File: config.mk
export PLATFORM = sky130hd
export DESIGN_NAME = pi_defl_switch_flat
export DESIGN_NICKNAME = d
export VERILOG_FILES = /design/src/rtl/bft_defl_pkg.sv /design/src/rtl/pi_defl_switch_if.sv /design/src/rtl/pi_defl_alloc.sv /design/src/rtl/pi_defl_switch.sv /design/src/flat_wrapper.sv
export SDC_FILE = /design/constraint.sdc
export NUM_CORES = 1
export LEC_CHECK = 0
export ABC_AREA = 0
export ABC_CLOCK_PERIOD_IN_PS = 9100
export CORE_AREA = 2 2 166 168
export CTS_CLUSTER_DIAMETER = 100
export DETAILED_ROUTE_END_ITERATION = 8
export DIE_AREA = 0 0 168 170
export PLACE_DENSITY = 0.81
export SETUP_SLACK_MARGIN = 0.4
export SYNTH_ARGS = -nofsm -noshare
export SYNTH_HDL_FRONTEND = slang
export SYNTH_SLANG_ARGS = --single-unit
File: constraint.sdc
create_clock -name clk -period 9.1 [get_ports clk]
set_input_delay 2.275 -clock clk [delete_from_list [all_inputs] [get_ports clk]]
set_output_delay 2.275 -clock clk [all_outputs]
set_load 0.02 [all_outputs]
File: src/rtl/bft_defl_pkg.sv
// Shared types and constants for the bufferless deflection BFT pi-node switch.
package bft_defl_pkg;

  localparam int unsigned NPORT = 4;
  localparam int unsigned SEL_W = 3;

  typedef logic [SEL_W-1:0] sel_t;

  // Port indices; PORT_U0 as a desired port means "any up port" (U0, else U1).
  localparam sel_t PORT_L    = 3'd0;
  localparam sel_t PORT_R    = 3'd1;
  localparam sel_t PORT_U0   = 3'd2;
  localparam sel_t PORT_U1   = 3'd3;
  localparam sel_t PORT_NONE = 3'd4;

  // Packet layout for the default build (A_W=4, D_W=32, AGE_W=3).
  localparam int unsigned PKT_A_W   = 4;
  localparam int unsigned PKT_D_W   = 32;
  localparam int unsigned PKT_AGE_W = 3;

  typedef struct packed {
    logic                 v;
    logic                 defl;
    logic [PKT_AGE_W-1:0] age;
    logic [PKT_A_W-1:0]   addr;
    logic [PKT_D_W-1:0]   d;
  } pkt_t;

endpackage

File: src/rtl/pi_defl_switch_if.sv
// Packet ports of the pi-node switch: four inputs, four outputs, conflict flag.
interface pi_defl_switch_if #(
  parameter int unsigned A_W   = 4,
  parameter int unsigned D_W   = 32,
  parameter int unsigned AGE_W = 3
);
  logic             l_i_v, r_i_v, u0_i_v, u1_i_v;
  logic             l_i_defl, r_i_defl, u0_i_defl, u1_i_defl;
  logic [AGE_W-1:0] l_i_age, r_i_age, u0_i_age, u1_i_age;
  logic [A_W-1:0]   l_i_addr, r_i_addr, u0_i_addr, u1_i_addr;
  logic [D_W-1:0]   l_i_d, r_i_d, u0_i_d, u1_i_d;

  logic             l_o_v, r_o_v, u0_o_v, u1_o_v;
  logic             l_o_defl, r_o_defl, u0_o_defl, u1_o_defl;
  logic [AGE_W-1:0] l_o_age, r_o_age, u0_o_age, u1_o_age;
  logic [A_W-1:0]   l_o_addr, r_o_addr, u0_o_addr, u1_o_addr;
  logic [D_W-1:0]   l_o_d, r_o_d, u0_o_d, u1_o_d;

  logic             conflict;

  modport master (
    output l_i_v, r_i_v, u0_i_v, u1_i_v,
    output l_i_defl, r_i_defl, u0_i_defl, u1_i_defl,
    output l_i_age, r_i_age, u0_i_age, u1_i_age,
    output l_i_addr, r_i_addr, u0_i_addr, u1_i_addr,
    output l_i_d, r_i_d, u0_i_d, u1_i_d,
    input  l_o_v, r_o_v, u0_o_v, u1_o_v,
    input  l_o_defl, r_o_defl, u0_o_defl, u1_o_defl,
    input  l_o_age, r_o_age, u0_o_age, u1_o_age,
    input  l_o_addr, r_o_addr, u0_o_addr, u1_o_addr,
    input  l_o_d, r_o_d, u0_o_d, u1_o_d,
    input  conflict
  );

  modport slave (
    input  l_i_v, r_i_v, u0_i_v, u1_i_v,
    input  l_i_defl, r_i_defl, u0_i_defl, u1_i_defl,
    input  l_i_age, r_i_age, u0_i_age, u1_i_age,
    input  l_i_addr, r_i_addr, u0_i_addr, u1_i_addr,
    input  l_i_d, r_i_d, u0_i_d, u1_i_d,
    output l_o_v, r_o_v, u0_o_v, u1_o_v,
    output l_o_defl, r_o_defl, u0_o_defl, u1_o_defl,
    output l_o_age, r_o_age, u0_o_age, u1_o_age,
    output l_o_addr, r_o_addr, u0_o_addr, u1_o_addr,
    output l_o_d, r_o_d, u0_o_d, u1_o_d,
    output conflict
  );
endinterface

File: src/rtl/pi_defl_alloc.sv
// Combinational output allocator for the pi-node switch.
// Optional feature macro: AGE_PRIO_EN (older packets first, round-robin breaks ties).
module pi_defl_alloc
  import bft_defl_pkg::*;
#(
  parameter int unsigned AGE_W = 3
) (
  input  logic             v      [NPORT],
  input  sel_t             want   [NPORT],
  input  logic [AGE_W-1:0] age    [NPORT],
  input  logic [1:0]       rr_ptr,
  output sel_t             sel    [NPORT],
  output logic             defl   [NPORT]
);

  logic [1:0] rank [NPORT];
  logic [1:0] pos  [NPORT];
  logic [2:0] cnt;
  logic       better;
  logic [3:0] busy;
  logic [3:0] placed;
  logic       got;

`ifndef AGE_PRIO_EN
  logic unused_age;
  assign unused_age = ^{age[0], age[1], age[2], age[3]};
`endif

  // Priority position of each input: number of inputs that outrank it.
  always_comb begin
    cnt    = '0;
    better = 1'b0;
    for (int i = 0; i < 4; i++) rank[i] = 2'(i) - rr_ptr;
    for (int i = 0; i < 4; i++) begin
      cnt = '0;
      for (int j = 0; j < 4; j++) begin
        if (j != i) begin
`ifdef AGE_PRIO_EN
          better = (age[j] > age[i]) || ((age[j] == age[i]) && (rank[j] < rank[i]));
`else
          better = rank[j] < rank[i];
`endif
          if (better) cnt = cnt + 3'd1;
        end
      end
      pos[i] = cnt[1:0];
    end
  end

  // Winners claim desired outputs in priority order, then losers take the lowest free output.
  always_comb begin
    busy   = '0;
    placed = '0;
    got    = 1'b0;
    for (int o = 0; o < 4; o++) begin
      sel[o]  = PORT_NONE;
      defl[o] = 1'b0;
    end
    for (int p = 0; p < 4; p++) begin
      for (int i = 0; i < 4; i++) begin
        if (v[i] && (pos[i] == 2'(p))) begin
          if (want[i] == PORT_U0) begin
            if (!busy[2]) begin
              busy[2] = 1'b1; sel[2] = SEL_W'(i); placed[i] = 1'b1;
            end else if (!busy[3]) begin
              busy[3] = 1'b1; sel[3] = SEL_W'(i); placed[i] = 1'b1;
            end
          end else if (!busy[want[i][1:0]]) begin
            busy[want[i][1:0]] = 1'b1;
            sel[want[i][1:0]]  = SEL_W'(i);
            placed[i]          = 1'b1;
          end
        end
      end
    end
    for (int p = 0; p < 4; p++) begin
      for (int i = 0; i < 4; i++) begin
        if (v[i] && !placed[i] && (pos[i] == 2'(p))) begin
          got = 1'b0;
          for (int o = 0; o < 4; o++) begin
            if (!got && !busy[o]) begin
              busy[o] = 1'b1;
              sel[o]  = SEL_W'(i);
              got     = 1'b1;
            end
          end
          defl[i] = 1'b1;
        end
      end
    end
  end

endmodule

File: src/rtl/pi_defl_switch.sv
// Registered 4-port pi-node deflection switch with age priority and round-robin tie-break.
// Optional feature macro: AGE_PRIO_EN (handled in pi_defl_alloc).
module pi_defl_switch
  import bft_defl_pkg::*;
#(
  parameter int unsigned N     = 8,
  parameter int unsigned A_W   = $clog2(N) + 1,
  parameter int unsigned D_W   = 32,
  parameter int unsigned AGE_W = 3,
  parameter int unsigned POSL  = 0,
  parameter int unsigned POSX  = 0
) (
  input logic             clk,
  input logic             rst,
  input logic             ce,
  pi_defl_switch_if.slave bus
);

  localparam int unsigned     PW      = A_W - POSL - 1;
  localparam logic [AGE_W-1:0] AGE_MAX = '1;

  logic             in_v    [NPORT];
  logic [AGE_W-1:0] in_age  [NPORT];
  logic [A_W-1:0]   in_addr [NPORT];
  logic [D_W-1:0]   in_d    [NPORT];
  sel_t             want    [NPORT];
  sel_t             out_sel [NPORT];
  logic             lose    [NPORT];

  logic             nxt_v    [NPORT];
  logic             nxt_defl [NPORT];
  logic [AGE_W-1:0] nxt_age  [NPORT];
  logic [A_W-1:0]   nxt_addr [NPORT];
  logic [D_W-1:0]   nxt_d    [NPORT];
  logic             conflict_c;

  logic             o_v    [NPORT];
  logic             o_defl [NPORT];
  logic [AGE_W-1:0] o_age  [NPORT];
  logic [A_W-1:0]   o_addr [NPORT];
  logic [D_W-1:0]   o_d    [NPORT];
  logic             conflict_q;
  logic [1:0]       rr_ptr;

  logic [1:0]       idx;
  logic             lcl;

  // Upstream deflection history does not influence this node's decisions.
  logic unused_defl;
  assign unused_defl = ^{bus.l_i_defl, bus.r_i_defl, bus.u0_i_defl, bus.u1_i_defl};

  // Gather the interface inputs into per-port arrays.
  always_comb begin
    in_v    = '{bus.l_i_v,    bus.r_i_v,    bus.u0_i_v,    bus.u1_i_v};
    in_age  = '{bus.l_i_age,  bus.r_i_age,  bus.u0_i_age,  bus.u1_i_age};
    in_addr = '{bus.l_i_addr, bus.r_i_addr, bus.u0_i_addr, bus.u1_i_addr};
    in_d    = '{bus.l_i_d,    bus.r_i_d,    bus.u0_i_d,    bus.u1_i_d};
  end

  // Desired output: non-local packets from below go up, everything else picks L/R by addr[POSL].
  always_comb begin
    lcl = 1'b0;
    for (int i = 0; i < 4; i++) begin
      lcl = in_addr[i][A_W-1 -: PW] == PW'(POSX);
      if ((i < 2) && !lcl) want[i] = PORT_U0;
      else                 want[i] = in_addr[i][POSL] ? PORT_R : PORT_L;
    end
  end

  pi_defl_alloc #(.AGE_W(AGE_W)) u_alloc (
    .v      (in_v),
    .want   (want),
    .age    (in_age),
    .rr_ptr (rr_ptr),
    .sel    (out_sel),
    .defl   (lose)
  );

  // Output muxes: deflected packets are marked and aged (saturating).
  always_comb begin
    idx        = '0;
    conflict_c = 1'b0;
    for (int o = 0; o < 4; o++) begin
      nxt_v[o]    = 1'b0;
      nxt_defl[o] = 1'b0;
      nxt_age[o]  = '0;
      nxt_addr[o] = '0;
      nxt_d[o]    = '0;
      if (out_sel[o] != PORT_NONE) begin
        idx         = out_sel[o][1:0];
        nxt_v[o]    = 1'b1;
        nxt_defl[o] = lose[idx];
        nxt_age[o]  = (lose[idx] && (in_age[idx] != AGE_MAX)) ? in_age[idx] + 1'b1 : in_age[idx];
        nxt_addr[o] = in_addr[idx];
        nxt_d[o]    = in_d[idx];
      end
      conflict_c = conflict_c | lose[o];
    end
  end

  // Output registers and round-robin pointer; reset overrides clock enable.
  always_ff @(posedge clk) begin
    if (rst) begin
      for (int o = 0; o < 4; o++) begin
        o_v[o]    <= 1'b0;
        o_defl[o] <= 1'b0;
        o_age[o]  <= '0;
        o_addr[o] <= '0;
        o_d[o]    <= '0;
      end
      conflict_q <= 1'b0;
      rr_ptr     <= 2'd0;
    end else if (ce) begin
      for (int o = 0; o < 4; o++) begin
        o_v[o]    <= nxt_v[o];
        o_defl[o] <= nxt_defl[o];
        o_age[o]  <= nxt_age[o];
        o_addr[o] <= nxt_addr[o];
        o_d[o]    <= nxt_d[o];
      end
      conflict_q <= conflict_c;
      if (conflict_c) rr_ptr <= rr_ptr + 2'd1;
    end
  end

  assign bus.l_o_v     = o_v[0];
  assign bus.r_o_v     = o_v[1];
  assign bus.u0_o_v    = o_v[2];
  assign bus.u1_o_v    = o_v[3];
  assign bus.l_o_defl  = o_defl[0];
  assign bus.r_o_defl  = o_defl[1];
  assign bus.u0_o_defl = o_defl[2];
  assign bus.u1_o_defl = o_defl[3];
  assign bus.l_o_age   = o_age[0];
  assign bus.r_o_age   = o_age[1];
  assign bus.u0_o_age  = o_age[2];
  assign bus.u1_o_age  = o_age[3];
  assign bus.l_o_addr  = o_addr[0];
  assign bus.r_o_addr  = o_addr[1];
  assign bus.u0_o_addr = o_addr[2];
  assign bus.u1_o_addr = o_addr[3];
  assign bus.l_o_d     = o_d[0];
  assign bus.r_o_d     = o_d[1];
  assign bus.u0_o_d    = o_d[2];
  assign bus.u1_o_d    = o_d[3];
  assign bus.conflict  = conflict_q;

endmodule

File: src/flat_wrapper.sv
// flat-port wrapper written by rule: the top's interface ports become plain ports
module pi_defl_switch_flat import bft_defl_pkg::*;
#(
  parameter int unsigned N     = 8,
  parameter int unsigned A_W   = $clog2(N) + 1,
  parameter int unsigned D_W   = 32,
  parameter int unsigned AGE_W = 3,
  parameter int unsigned POSL  = 0,
  parameter int unsigned POSX  = 0
)
  (clk, rst, ce, bus_l_i_v, bus_r_i_v, bus_u0_i_v, bus_u1_i_v, bus_l_i_defl, bus_r_i_defl, bus_u0_i_defl, bus_u1_i_defl, bus_l_i_age, bus_r_i_age, bus_u0_i_age, bus_u1_i_age, bus_l_i_addr, bus_r_i_addr, bus_u0_i_addr, bus_u1_i_addr, bus_l_i_d, bus_r_i_d, bus_u0_i_d, bus_u1_i_d, bus_l_o_v, bus_r_o_v, bus_u0_o_v, bus_u1_o_v, bus_l_o_defl, bus_r_o_defl, bus_u0_o_defl, bus_u1_o_defl, bus_l_o_age, bus_r_o_age, bus_u0_o_age, bus_u1_o_age, bus_l_o_addr, bus_r_o_addr, bus_u0_o_addr, bus_u1_o_addr, bus_l_o_d, bus_r_o_d, bus_u0_o_d, bus_u1_o_d, bus_conflict);
  pi_defl_switch_if #(.A_W(A_W), .D_W(D_W), .AGE_W(AGE_W)) bus_i ();
  input logic clk;
  input logic rst;
  input logic ce;
  input wire logic [$bits(bus_i.l_i_v)-1:0] bus_l_i_v;
  input wire logic [$bits(bus_i.r_i_v)-1:0] bus_r_i_v;
  input wire logic [$bits(bus_i.u0_i_v)-1:0] bus_u0_i_v;
  input wire logic [$bits(bus_i.u1_i_v)-1:0] bus_u1_i_v;
  input wire logic [$bits(bus_i.l_i_defl)-1:0] bus_l_i_defl;
  input wire logic [$bits(bus_i.r_i_defl)-1:0] bus_r_i_defl;
  input wire logic [$bits(bus_i.u0_i_defl)-1:0] bus_u0_i_defl;
  input wire logic [$bits(bus_i.u1_i_defl)-1:0] bus_u1_i_defl;
  input wire logic [$bits(bus_i.l_i_age)-1:0] bus_l_i_age;
  input wire logic [$bits(bus_i.r_i_age)-1:0] bus_r_i_age;
  input wire logic [$bits(bus_i.u0_i_age)-1:0] bus_u0_i_age;
  input wire logic [$bits(bus_i.u1_i_age)-1:0] bus_u1_i_age;
  input wire logic [$bits(bus_i.l_i_addr)-1:0] bus_l_i_addr;
  input wire logic [$bits(bus_i.r_i_addr)-1:0] bus_r_i_addr;
  input wire logic [$bits(bus_i.u0_i_addr)-1:0] bus_u0_i_addr;
  input wire logic [$bits(bus_i.u1_i_addr)-1:0] bus_u1_i_addr;
  input wire logic [$bits(bus_i.l_i_d)-1:0] bus_l_i_d;
  input wire logic [$bits(bus_i.r_i_d)-1:0] bus_r_i_d;
  input wire logic [$bits(bus_i.u0_i_d)-1:0] bus_u0_i_d;
  input wire logic [$bits(bus_i.u1_i_d)-1:0] bus_u1_i_d;
  output wire logic [$bits(bus_i.l_o_v)-1:0] bus_l_o_v;
  output wire logic [$bits(bus_i.r_o_v)-1:0] bus_r_o_v;
  output wire logic [$bits(bus_i.u0_o_v)-1:0] bus_u0_o_v;
  output wire logic [$bits(bus_i.u1_o_v)-1:0] bus_u1_o_v;
  output wire logic [$bits(bus_i.l_o_defl)-1:0] bus_l_o_defl;
  output wire logic [$bits(bus_i.r_o_defl)-1:0] bus_r_o_defl;
  output wire logic [$bits(bus_i.u0_o_defl)-1:0] bus_u0_o_defl;
  output wire logic [$bits(bus_i.u1_o_defl)-1:0] bus_u1_o_defl;
  output wire logic [$bits(bus_i.l_o_age)-1:0] bus_l_o_age;
  output wire logic [$bits(bus_i.r_o_age)-1:0] bus_r_o_age;
  output wire logic [$bits(bus_i.u0_o_age)-1:0] bus_u0_o_age;
  output wire logic [$bits(bus_i.u1_o_age)-1:0] bus_u1_o_age;
  output wire logic [$bits(bus_i.l_o_addr)-1:0] bus_l_o_addr;
  output wire logic [$bits(bus_i.r_o_addr)-1:0] bus_r_o_addr;
  output wire logic [$bits(bus_i.u0_o_addr)-1:0] bus_u0_o_addr;
  output wire logic [$bits(bus_i.u1_o_addr)-1:0] bus_u1_o_addr;
  output wire logic [$bits(bus_i.l_o_d)-1:0] bus_l_o_d;
  output wire logic [$bits(bus_i.r_o_d)-1:0] bus_r_o_d;
  output wire logic [$bits(bus_i.u0_o_d)-1:0] bus_u0_o_d;
  output wire logic [$bits(bus_i.u1_o_d)-1:0] bus_u1_o_d;
  output wire logic [$bits(bus_i.conflict)-1:0] bus_conflict;
  assign bus_i.l_i_v = bus_l_i_v;
  assign bus_i.r_i_v = bus_r_i_v;
  assign bus_i.u0_i_v = bus_u0_i_v;
  assign bus_i.u1_i_v = bus_u1_i_v;
  assign bus_i.l_i_defl = bus_l_i_defl;
  assign bus_i.r_i_defl = bus_r_i_defl;
  assign bus_i.u0_i_defl = bus_u0_i_defl;
  assign bus_i.u1_i_defl = bus_u1_i_defl;
  assign bus_i.l_i_age = bus_l_i_age;
  assign bus_i.r_i_age = bus_r_i_age;
  assign bus_i.u0_i_age = bus_u0_i_age;
  assign bus_i.u1_i_age = bus_u1_i_age;
  assign bus_i.l_i_addr = bus_l_i_addr;
  assign bus_i.r_i_addr = bus_r_i_addr;
  assign bus_i.u0_i_addr = bus_u0_i_addr;
  assign bus_i.u1_i_addr = bus_u1_i_addr;
  assign bus_i.l_i_d = bus_l_i_d;
  assign bus_i.r_i_d = bus_r_i_d;
  assign bus_i.u0_i_d = bus_u0_i_d;
  assign bus_i.u1_i_d = bus_u1_i_d;
  assign bus_l_o_v = bus_i.l_o_v;
  assign bus_r_o_v = bus_i.r_o_v;
  assign bus_u0_o_v = bus_i.u0_o_v;
  assign bus_u1_o_v = bus_i.u1_o_v;
  assign bus_l_o_defl = bus_i.l_o_defl;
  assign bus_r_o_defl = bus_i.r_o_defl;
  assign bus_u0_o_defl = bus_i.u0_o_defl;
  assign bus_u1_o_defl = bus_i.u1_o_defl;
  assign bus_l_o_age = bus_i.l_o_age;
  assign bus_r_o_age = bus_i.r_o_age;
  assign bus_u0_o_age = bus_i.u0_o_age;
  assign bus_u1_o_age = bus_i.u1_o_age;
  assign bus_l_o_addr = bus_i.l_o_addr;
  assign bus_r_o_addr = bus_i.r_o_addr;
  assign bus_u0_o_addr = bus_i.u0_o_addr;
  assign bus_u1_o_addr = bus_i.u1_o_addr;
  assign bus_l_o_d = bus_i.l_o_d;
  assign bus_r_o_d = bus_i.r_o_d;
  assign bus_u0_o_d = bus_i.u0_o_d;
  assign bus_u1_o_d = bus_i.u1_o_d;
  assign bus_conflict = bus_i.conflict;
  pi_defl_switch #(.N(N), .A_W(A_W), .D_W(D_W), .AGE_W(AGE_W), .POSL(POSL), .POSX(POSX)) u_core (.clk(clk), .rst(rst), .ce(ce), .bus(bus_i));
endmodule
=== Yosys cells after proc, flatten, opt, wreduce, memory -nomap -nowiden ===
Memory sizes are Yosys's and may differ from the RTL's.
Index checks and enable logic that the tools add are counted.
W data, S select, Z words.

* Memory bits (writable): 164
* Input bits: 167
* Register bits after elaboration: 3
* Output and inout bits: 165
* Memories: 5

* $add $sub $neg: 17
* Equal/unequal tests: 24
* Reductions and logical operators: 203
* Magnitude comparators: 32
* Muxes and demuxes: 683
* Bitwise logic cells: 78

{| class="wikitable"
|+ Memories
! name !! words !! bits a word !! read ports !! clocked after Yosys merged registers in !! wr ports !! line !! text
|-
| u_core.o_d || 4 || 32 || 4 || 0 || 4 || pi_defl_switch.sv:41 || <nowiki>logic [D_W-1:0] o_d [NPORT];</nowiki>
|-
| u_core.o_addr || 4 || 4 || 4 || 0 || 4 || pi_defl_switch.sv:40 || <nowiki>logic [A_W-1:0] o_addr [NPORT];</nowiki>
|-
| u_core.o_age || 4 || 3 || 4 || 0 || 4 || pi_defl_switch.sv:39 || <nowiki>logic [AGE_W-1:0] o_age [NPORT];</nowiki>
|-
| u_core.o_defl || 4 || 1 || 4 || 0 || 4 || pi_defl_switch.sv:38 || <nowiki>logic o_defl [NPORT];</nowiki>
|-
| u_core.o_v || 4 || 1 || 4 || 0 || 4 || pi_defl_switch.sv:37 || <nowiki>logic o_v [NPORT];</nowiki>
|}

{| class="wikitable"
|+ Operators with widths
! kind !! count
|-
| $mux W12 || 50
|-
| $mux W32 || 16
|-
| $mux W3 || 135
|-
| $mux W1 || 307
|-
| $bmux W32 S2 || 4
|-
| $mux W4 || 63
|-
| $mux W6 || 32
|-
| $logic_not A1 Y1 || 100
|-
| $logic_and A1 B1 Y1 || 96
|-
| $or A4 B4 Y4 || 23
|-
| $mux W2 || 40
|-
| $and A8 B8 Y8 || 8
|-
| $bmux W1 S2 || 20
|-
| $and A12 B12 Y12 || 3
|-
| $bmux W4 S2 || 4
|-
| $or A8 B8 Y8 || 4
|-
| $bmux W3 S2 || 4
|-
| $demux W3 S2 || 4
|-
| $ge A3 B3 Y1 const B || 8
|-
| $lt A2 B2 Y1 || 12
|-
| $ne A3 B3 Y1 const B || 8
|-
| $not A2 Y3 || 8
|-
| $or A1 B1 Y1 || 23
|-
| $and A4 B4 Y4 || 4
|-
| other kinds (18) || 61
|}

=== Longest topological paths before layout ===
* Depth in word-level cells: 318
* Gate-level depth with buffers: 25

=== Hierarchy ===
Synthesis repeated with hierarchy kept, for this count alone.

* Cells, all modules: 1,134
* Area, all modules: 13,701.9 um^2

{| class="wikitable"
|+ Modules (own cells, without submodules)
! module !! sequential area each (um^2) !! times used !! cells an instance !! area an instance (um^2)
|-
| pi_defl_switch || 4,984.8 || 1 || 616 || 10,521.3
|-
| pi_defl_alloc || 0.0 || 1 || 518 || 3,180.6
|}

=== Worst setup path after synthesis ===
Ideal clock, no wire load.

* Path kind: input to register
* Start point: in bus_l_i_addr[1]
* End point: mem u_core.o_age[3][0] (data pin)
* Library setup time: 0.271 ns
* Buffers on the path: 3
* Stages: 21
* Arrival: 6.917 ns
* Slack: 1.911 ns
* Cell sequence: buf_4 -> or3_1 -> buf_4 -> o311a_1 -> a221o_1 -> a221oi_4 -> nor4_4 -> buf_6 -> o21ai_1 -> a211o_2 -> a21bo_1 -> o32ai_2 -> inv_2 -> nand2_2 -> mux2_2 -> a222oi_1 -> inv_1 -> ha_1 -> ha_1 -> o21ai_1 -> mux2i_1

{| class="wikitable"
|+ RTL lines
! item !! line !! text
|-
| from (decl) || flat_wrapper.sv:28 || <nowiki>input wire logic [$bits(bus_i.l_i_addr)-1:0] bus_l_i_addr;</nowiki>
|-
| to (decl) || pi_defl_switch.sv:39 ||
|}

==> run summary <==
Share of layout cells above drive strength 1: 12.9%
Initial antenna violation count: 8
Register bit total from synthesis: 167
Dpl ws: 500 ps
Startpoint Class: input port
Largest net degree at the start of global routing: 71
Clk slew on worst S/H paths: 70 ps
Total number of H-tree levels: 4
Die area: 28600 um2
Dpl hpwl: 37100 um
Syn Area/Cell: 10.3 um2
Top cell type's share of synthesized area: 36.5%
Crit. Startpoint: bus_l_i_addr[3]
DR vias: 13500
Cell Rows: 60
Crit path DAT: 8530 ps
Critical Path Max Stage Delay: 690 ps
Worst Tran Pin Value: 879 ps
Crit path cell chain: clkdlybuf4s50_1, or3_1, o311a_1, o21ai_2, o311ai_2, o21ai_2, nor4_4, o211ai_1, a211o_1, a22oi_1, a221oi_2, nor4_4, o41a_4, nor2_1, a222oi_1, buf_4, inv_1, ha_1, ha_1, nor3_1, nor3_1
Placed cell area: 17400 um2
Worst Path Required: 9260 ps
Crit path to: u_core.o_age[3][1]
DR DRC count: 0
Starting density of the core: 50.6%
Synth warn: 0
Hold Buf Count CTS: 0
Reg2reg path depth: 22
Worst reg2reg path startpoint: u_core.rr_ptr[0]
GR Overflow Total: 0
TritonCTS clock tree: built
Primary FF master, synth: edfxtp_1
Min Tclk post-route: 8370 ps
Via density: 6.87
Gpl congestion: 1.01
Max-cap viol count: 0
Outcome: finished clean
Critical Path Fanout Max: 14
TritonRoute pass-1 iters: 5
Pwr Density: 262 nW/um2
Max-slew headroom: 40.7%
Setup violation total in the final timing report: 0
Max Root-Sink Buffers: 2
Detailed-route wire length per cell: 26.3 um
Post-CTS sizing: 0
Most common cell in the netlist: a211oi_1
Worst skew pair latency: 440 ps
Largest area contributor in the netlist: edfxtp_1
Number of global-route vias before repair: 12600
Sequential element share of the synthesized area: 37.0%
Design Area, Final: 18000 um2
Setup TNS: 0 ps
Clock sinks: 167
Routed wire length: 51800 um
Mapped Cells: 1303
Syn Nets: 1482
CP max-delay cell: clkdlybuf4s50_1
Post-CTS Setup Inserts: 0
Main area contributors after synthesis: edfxtp_1 (37%), a211oi_1 (10%), mux2i_1 (9.4%), mux4_2 (6.5%), nor2b_1 (3.5%)
Clock skew: 13.8 ps
RSZ-0062 raised after global routing: no
Io pins: 332
Final Util: 67.4%
R2r setup slk: 2230 ps
Fmax: 0.119 GHz
Clk root buf: clkbuf_16
Hold crit path type: reg -> reg
Tcrit/Tclk final: 92.0%
DRT iter0 DRCs: 1987
Final Hold Fails: 0
Final nets: 1790
Commonest cells in the netlist: a211oi_1 (179), edfxtp_1 (164), mux2i_1 (127)
Number of antenna-violating nets in the routed design: 0
R2r endpoint: u_core.o_age[3][1]
Max-slew violations: 0
Distinct cells, synth: 101
Core area: 26700 um2
Input/output buffers: 327
FILL cells: 1953
Post-synthesis cell area: 13500 um2
Async SR Flop Fraction: 0%
Die X: 168 um
Post-synth EDFFs: 164
Highest ir drop seen on vdd: 0.000209 V
CTS Buf Count: 17
GRT Total Usage: 35.1%
Area Growth Syn to Fin: 33.2%
Crit path kind: in -> reg
Setup crit end kind: flop
Static Leak: 6.52 nW
Final worst setup slack: 729 ps
First-pass GRT wire length: 76700 um
DIE HEIGHT: 170 um
-- cell type report --
type / count / area, um2 / area share, %
diodes: 6 / 15.0 / 0.0836
clock buffers: 18 / 429 / 2.39
clock inverters: 14 / 160 / 0.892
inverters: 18 / 67.6 / 0.376
multi-input cells: 1009 / 8000 / 44.6
flip-flops and latches: 167 / 4980 / 27.8
well taps: 341 / 427 / 2.38
repair buffers: 398 / 3870 / 21.5
-- metal layers --
metal	up-vias	routed length [um]	part of all wire, %	track usage (%)
met2	982	25100	48	59.2
met5	-	23	0.044	0
met4	4	3320	6.4	21.3
met3	212	5030	9.7	6.00
met1	6454	18400	35	42.3
li1	5892	-	-	-
-- worst min path at each step --
stage / slack [ps] / endpoint / startpoint / cells past startpoint
2_1_floorplan: 520 / u_core.rr_ptr[1] / u_core.rr_ptr[1] / 2
3_5_place_dp: 460 / u_core.bus.conflict / u_core.bus.conflict / 2
3_3_place_gp: 460 / u_core.bus.conflict / u_core.bus.conflict / 2
6_report: 470 / u_core.bus.conflict / u_core.bus.conflict / 2
4_1_cts: 470 / u_core.bus.conflict / u_core.bus.conflict / 2
5_1_grt: 510 / u_core.bus.conflict / u_core.bus.conflict / 2
-- cell usage in the layout (no fill, tap or decap), drive strengths merged, types with 12 or more instances in the layout --
master | Yosys | routed
o21ai | 45 | 45
mux2i | 127 | 127
inv | 18 | 24
mux4 | 39 | 39
nand3 | 32 | 32
nand2 | 74 | 74
edfxtp | 164 | 164
clkbuf | 49 | 18
clkdlybuf4s50 | 0 | 327
o22ai | 41 | 41
nor2b | 75 | 75
buf | 60 | 71
a211oi | 191 | 191
a31oi | 12 | 12
o211ai | 14 | 14
and3 | 12 | 12
nor3 | 21 | 21
a21oi | 40 | 40
ha | 12 | 12
nor2 | 56 | 56
and2 | 46 | 46
-- sequential cells by signal, summed over array words and instances (netlist names) --
name	flops
u_core.bus.conflict	1
u_core.o_addr	16
u_core.o_age	12
u_core.o_d	128
u_core.o_defl	4
u_core.o_v	4
u_core.rr_ptr	2
-- report_power, final --
| group | internal (mW) | leakage [nW] | total (mW) | switching (mW) |
|---|---|---|---|---|
| combinational | 1.15 | 4.40 | 2.88 | 1.73 |
| clock | 0.411 | 0.280 | 0.746 | 0.335 |
| sequential | 1.04 | 1.84 | 1.08 | 0.0469 |
| total | 2.60 | 6.52 | 4.71 | 2.11 |
-- worst max-delay path, delay by kind of cell --
family	cells	cell delay, ps
AO/OA/AOI/OAI	10	2930
buffers and inverters	3	920
adder cells (fa/ha/maj)	2	410
AND/OR/NAND/NOR	6	1980
-- cell families after synthesis --
kind of cell / count (synthesis) / share of synthesized area (%)
adder cells (fa/ha/maj): 16 / 1.43
XOR/XNOR: 9 / 0.585
multiplexers: 167 / 16.0
flip-flops: 167 / 37.0
AO/OA/AOI/OAI: 449 / 25.4
AND/OR/NAND/NOR: 368 / 15.1
buffers and inverters: 127 / 4.43
-- through the flow --
| stage | total power [mW] | cells | hold WS (ps) |
|---|---|---|---|
| detailed placement | 3.91 | 1933 | 462 |
| finish | 4.71 | 1971 | 472 |
| CTS | 4.65 | 1965 | 475 |
| floorplan | 2.96 | 1303 | 518 |
| global route | 4.89 | 1971 | 507 |
| global placement | 3.85 | 1933 | 459 |
(Power assumes the default switching activity.)
